[src/rtl/tab_table_loader.sv]
// Writer for the tabulation-hash random tables: streams xorshift32 entries into
// NUM_TABLES x 2**ADDR_WIDTH words. Define TAB_LOADER_CHECKSUM_EN to add a checksum port.
module tab_table_loader #(
    parameter int          NUM_TABLES   = 13,
    parameter int          ADDR_WIDTH   = 8,
    parameter logic [31:0] DEFAULT_SEED = 32'h2545F491
) (
    input  logic                  axi_aclk,
    input  logic                  axi_aresetn,
    input  logic                  start,
    input  logic                  abort,
    input  logic [31:0]           seed,
    input  logic                  wr_ready,
    output logic                  wr_en,
    output logic [3:0]            wr_table,
    output logic [ADDR_WIDTH-1:0] wr_addr,
    output logic [31:0]           wr_data,
    output logic                  busy,
    output logic                  done,
`ifdef TAB_LOADER_CHECKSUM_EN
    output logic [31:0]           checksum,
`endif
    output logic                  tables_valid
);

    typedef enum logic [1:0] {
        ST_IDLE  = 2'd0,
        ST_LOAD  = 2'd1,
        ST_WRITE = 2'd2,
        ST_DONE  = 2'd3
    } state_t;

    // wr_table is 4 bits wide, so NUM_TABLES must not exceed 16
    localparam logic [3:0]            TBL_LAST  = 4'(NUM_TABLES - 1);
    localparam logic [ADDR_WIDTH-1:0] ADDR_LAST = {ADDR_WIDTH{1'b1}};
    localparam logic [ADDR_WIDTH-1:0] ADDR_ONE  = {{(ADDR_WIDTH-1){1'b0}}, 1'b1};

    function automatic logic [31:0] xorshift32(input logic [31:0] x);
        logic [31:0] t;
        t = x ^ (x << 5'd13);
        t = t ^ (t >> 5'd17);
        t = t ^ (t << 5'd5);
        return t;
    endfunction

    state_t                state_q, state_d;
    logic [31:0]           gen_q, gen_d;
    logic [3:0]            tbl_q, tbl_d;
    logic [ADDR_WIDTH-1:0] addr_q, addr_d;
    logic                  wr_en_q, wr_en_d;
    logic                  busy_q, busy_d;
    logic                  done_q, done_d;
    logic                  tables_valid_q, tables_valid_d;
`ifdef TAB_LOADER_CHECKSUM_EN
    logic [31:0]           checksum_q, checksum_d;
`endif

    logic xfer_s;
    logic last_s;

    assign xfer_s = wr_en_q & wr_ready;
    assign last_s = (tbl_q == TBL_LAST) && (addr_q == ADDR_LAST);

    // Next-state logic; abort overrides every other event
    always_comb begin
        state_d        = state_q;
        gen_d          = gen_q;
        tbl_d          = tbl_q;
        addr_d         = addr_q;
        wr_en_d        = wr_en_q;
        busy_d         = busy_q;
        done_d         = 1'b0;
        tables_valid_d = tables_valid_q;
`ifdef TAB_LOADER_CHECKSUM_EN
        checksum_d     = checksum_q;
`endif
        if (abort) begin
            state_d        = ST_IDLE;
            gen_d          = 32'h0000_0000;
            tbl_d          = 4'd0;
            addr_d         = {ADDR_WIDTH{1'b0}};
            wr_en_d        = 1'b0;
            busy_d         = 1'b0;
            tables_valid_d = 1'b0;
`ifdef TAB_LOADER_CHECKSUM_EN
            checksum_d     = 32'h0000_0000;
`endif
        end else begin
            case (state_q)
                ST_IDLE: begin
                    if (start) begin
                        state_d        = ST_LOAD;
                        gen_d          = (seed == 32'h0000_0000) ? DEFAULT_SEED : seed;
                        tbl_d          = 4'd0;
                        addr_d         = {ADDR_WIDTH{1'b0}};
                        busy_d         = 1'b1;
                        tables_valid_d = 1'b0;
`ifdef TAB_LOADER_CHECKSUM_EN
                        checksum_d     = 32'h0000_0000;
`endif
                    end else begin
                        state_d = ST_IDLE;
                    end
                end
                ST_LOAD: begin
                    state_d = ST_WRITE;
                    gen_d   = xorshift32(gen_q);
                    wr_en_d = 1'b1;
                end
                ST_WRITE: begin
                    if (xfer_s) begin
                        gen_d = xorshift32(gen_q);
`ifdef TAB_LOADER_CHECKSUM_EN
                        checksum_d = checksum_q ^ gen_q;
`endif
                        if (last_s) begin
                            state_d = ST_DONE;
                            wr_en_d = 1'b0;
                            done_d  = 1'b1;
                        end else begin
                            addr_d = addr_q + ADDR_ONE;
                            if (addr_q == ADDR_LAST) begin
                                tbl_d = tbl_q + 4'd1;
                            end else begin
                                tbl_d = tbl_q;
                            end
                        end
                    end else begin
                        state_d = ST_WRITE;
                    end
                end
                ST_DONE: begin
                    state_d        = ST_IDLE;
                    tables_valid_d = 1'b1;
                    busy_d         = 1'b0;
                end
                default: begin
                    state_d        = ST_IDLE;
                    wr_en_d        = 1'b0;
                    busy_d         = 1'b0;
                    tables_valid_d = 1'b0;
                end
            endcase
        end
    end

    // State registers with synchronous active-low reset
    always_ff @(posedge axi_aclk) begin
        if (!axi_aresetn) begin
            state_q        <= ST_IDLE;
            gen_q          <= 32'h0000_0000;
            tbl_q          <= 4'd0;
            addr_q         <= {ADDR_WIDTH{1'b0}};
            wr_en_q        <= 1'b0;
            busy_q         <= 1'b0;
            done_q         <= 1'b0;
            tables_valid_q <= 1'b0;
`ifdef TAB_LOADER_CHECKSUM_EN
            checksum_q     <= 32'h0000_0000;
`endif
        end else begin
            state_q        <= state_d;
            gen_q          <= gen_d;
            tbl_q          <= tbl_d;
            addr_q         <= addr_d;
            wr_en_q        <= wr_en_d;
            busy_q         <= busy_d;
            done_q         <= done_d;
            tables_valid_q <= tables_valid_d;
`ifdef TAB_LOADER_CHECKSUM_EN
            checksum_q     <= checksum_d;
`endif
        end
    end

    assign wr_en        = wr_en_q;
    assign wr_table     = tbl_q;
    assign wr_addr      = addr_q;
    assign wr_data      = gen_q;
    assign busy         = busy_q;
    assign done         = done_q;
    assign tables_valid = tables_valid_q;
`ifdef TAB_LOADER_CHECKSUM_EN
    assign checksum     = checksum_q;
`endif

endmodule
[config.mk]
export PLATFORM = sky130hd
export DESIGN_NAME = tab_table_loader
export DESIGN_NICKNAME = d
export VERILOG_FILES = /design/src/rtl/tab_table_loader.sv
export SDC_FILE = /design/constraint.sdc
export NUM_CORES = 1
export LEC_CHECK = 0
export ABC_AREA = 1
export BUFFER_PORTS_ARGS = -buffer_cell sky130_fd_sc_hd__buf_2
export CELL_PAD_IN_SITES_DETAIL_PLACEMENT = 1
export CELL_PAD_IN_SITES_GLOBAL_PLACEMENT = 2
export CORE_UTILIZATION = 27
export DETAILED_ROUTE_END_ITERATION = 10
export PLACE_DENSITY = 0.91
export SLEW_MARGIN = 20
export SYNTH_ARGS = -nofsm -noshare
export SYNTH_HDL_FRONTEND = slang
export SYNTH_SLANG_ARGS = --single-unit
[constraint.sdc]
create_clock -name axi_aclk -period 2.1 [get_ports axi_aclk]
set_input_delay 0.21 -clock axi_aclk [delete_from_list [all_inputs] [get_ports axi_aclk]]
set_output_delay 0.21 -clock axi_aclk [all_outputs]
set_load 0.01 [all_outputs]
==> results.json <==
{
  "status": "complete, no violations",
  "syn-instance-count": 618,
  "fin_setup_tns_ns": 0,
  "worst_ep_arrival_time_ns": 2.10,
  "layout.nets": 743,
  "hold_slack_ns": 0.2232,
  "standard_cell_with_the_maximum_stage_delay_on_the_critical_path": "dfxtp_1",
  "cts.path.max_buffers": 2,
  "cts-buffers-inserted": 5,
  "drt-wirelength-per-cell_um": 14.96,
  "max_slew_margin_pct": 46.22,
  "globalRouteTotalUtil_pct": 19.36,
  "routed_wirelength_um": 13030,
  "r2r-end": "wr_data[8]$_SDFFE_PP0P_",
  "path_buf_inv": 3,
  "most-common-layout-cells": "nand2_1 (222), inv_1 (92), buf_2 (84)",
  "crit_path_start_kind": "flop",
  "rows": 41,
  "syn-num-nets": 663,
  "worstHoldPathType": "in2reg",
  "synth_seq_area_share_pct": 27.77,
  "synth_warnings": 0,
  "synthDominantCellAreaShare_pct": 27.77,
  "initial_utilization_pct": 28.11,
  "timing.rr.start": "state_q[0]$_SDFFE_PP0P_",
  "layout.cells.most_common": "nand2_1",
  "grt_pass1_vias": 4314,
  "number_of_inserted_filler_cells_in_the_final_layout": 1760,
  "place.detailed.hpwl_um": 10200,
  "worst_hold_endpoint": "wr_table[1]$_SDFFE_PP0P_",
  "grt_setup_unrepaired": "no",
  "synth.ff_latch_count": 50,
  "timing_worst_slew_pin_value_ns": 0.8059,
  "antenna_left": 0,
  "p_leak_nw": 2.381,
  "drc": 0,
  "number_of_diodes_added_for_antenna_fixing": 0,
  "layout-drive-gt1-share_pct": 15.59,
  "synthesis.area_per_instance_um2": 5.833,
  "die-height_um": 117.5,
  "placedCellCount": 863,
  "synthesis.area_um2": 3605,
  "post_cts_hold_buffer_count": 0,
  "cp_cell_sequence": "inv_1 > ha_1 > nand2_1 > nand2_2 > nor2_4 > inv_2 > a21oi_1 > nand2_1 > inv_1",
  "p_per_area_nw_per_um2": 620.3,
  "timing_hold_violations_final": 0,
  "clockRootBuffer": "clkbuf_16",
  "setup.worst_path.class": "reg2reg",
  "worst_stage_delay_on_the_critical_path_ns": 0.38,
  "grt_antenna_before_repair": 0,
  "ys_top_cells_by_area": "dfxtp_1 (28%), nand2_1 (23%), inv_1 (9.6%), nand3_1 (9.2%), a21oi_1 (5.7%)",
  "clkLatencyLatePin_ns": 0.30,
  "cp_top_family": "simple AND/OR/NAND/NOR gates",
  "fmax_ghz": 0.5378,
  "tritoncts": "done",
  "grt_first_pass_wirelength_um": 21550,
  "vias": 4162,
  "globalRoute.totalOverflow": 0,
  "synth_area_leader_cell": "dfxtp_1",
  "clock_tree_skew_after_final_layout_ns": 0.005756,
  "crit_fanout": 14,
  "cts.sinks": 50,
  "period_needed_ns": 1.860,
  "finished_layout_cells": 871,
  "cts-resized-gates": 0,
  "slew_viol_final": 0,
  "vias_per_inst": 4.778,
  "number_of_setup_violations_in_the_final_report": 0,
  "layout_worst_path_cycle_share_pct": 88.55,
  "worst_hold_path_cells": 4,
  "cts_htree_levels": 2,
  "cp.required_ns": 2.34,
  "cts.reportedPaths.clkPinSlew_ns": 0.07,
  "detailedRoute.firstPassIterationCount": 4,
  "post-cts-setup-buffer-count": 0,
  "footprint_of_the_multi_input_gates_um2": 2156,
  "routabilityCongestion": 0.8197,
  "register_area_um2": 1001,
  "worstRegToRegCells": 9,
  "setup.worst_path.end_class": "flop",
  "syn_to_layout_area_delta_pct": 21.52,
  "fp.coreArea_um2": 12820,
  "synth.lib_cells_used.distinct": 28,
  "pin_count_of_the_biggest_net_entering_global_routing": 36,
  "regToRegSetupSlack_ns": 0.24,
  "dieArea_um2": 13820,
  "launch_point_of_the_worst_hold_path": "abort",
  "port-buffer-count": 84,
  "design.portCount": 85,
  "drt_iter0_markers": 172,
  "peakVddDrop_v": 0.0004286,
  "width_of_the_chip_um": 117.5,
  "max-cap-violations": 0
}
power by group:
part           switching [mW]  internal [mW]  leakage, nW
registers              0.0602          0.990        0.408
clock network           0.393          0.559       0.0836
logic                   0.474          0.240         1.89
state kept, by name, summed over array words and instances (netlist names):
signal,cells
wr_data,32
wr_en,1
wr_addr,8
wr_table,4
busy,1
tables_valid,1
state_q,2
done,1
routing by layer:
layer | GRT usage (%) | up-vias | wire length, um
met3 | 2.713 | 16 | 551
met5 | 0 | - | 0
met2 | 35.47 | 105 | 6352
li1 | - | 2098 | -
met4 | 5.689 | 0 | 255
met1 | 23.26 | 1943 | 5869
tightest hold or removal path, cell delays in order:
cell,delay (ns)
buf_2,0.08
nor2_2,0.07
nand2_1,0.07
nor2_1,0.04
area by class of cell:
type,instances,area share (%)
clock buffers,5,2.856
multi-input cells,455,49.21
inverters,95,8.169
flip-flops and latches,50,22.85
well taps,172,4.913
clock inverters,3,0.9140
repair buffers,91,11.08
cells by family (layout without fill, tap and decap cells):
kind of cell	Yosys count	in the layout	synth area share [%]
AOI/OAI and AO/OA	89	89	13.33
xor gates and xnor gates	20	20	5.068
adders and majority gates	8	8	2.777
buffers and inverters	113	194	12.50
DFF	50	50	27.77
and+or+nand+nor	338	338	38.56
worst max-delay path by stage:
stage	start	to	cells past startpoint
finish	state_q[0]$_SDFFE_PP0P_	wr_data[8]$_SDFFE_PP0P_	9
global route	state_q[0]$_SDFFE_PP0P_	wr_data[17]$_SDFFE_PP0P_	9
CTS	state_q[0]$_SDFFE_PP0P_	wr_data[1]$_SDFFE_PP0P_	9
detailed placement	state_q[0]$_SDFFE_PP0P_	wr_data[1]$_SDFFE_PP0P_	9
global placement	state_q[0]$_SDFFE_PP0P_	wr_data[2]$_SDFFE_PP0P_	9
floorplan	state_q[0]$_SDFFE_PP0P_	wr_addr[0]$_SDFFE_PP0P_	9
Yosys cell counts (all sizes together):
cell type,number
o211ai,13
xnor2,9
xor2,11
nand2,225
nor3,4
buf,11
o21ai,34
clkinv,2
inv,93
nor2,38
nand3,67
or2,1
dfxtp,50
nand3b,2
ha,8
o21a,1
nand4,1
clkbuf,7
a21oi,41
stage by stage:
stage                     total power, mW  util [%]  area, um^2  worst slack (ns)
after detailed placement            1.783     32.87        4215            0.2210
after global placement              1.751     32.87        4215            0.3468
after floorplan                     1.524         -        3605            0.5721
after global routing                2.864     34.16        4380           0.03185
final                               2.717     34.16        4380            0.2404
after CTS                           2.743     34.16        4380            0.2197
Power figures use the tool's default switching activity.
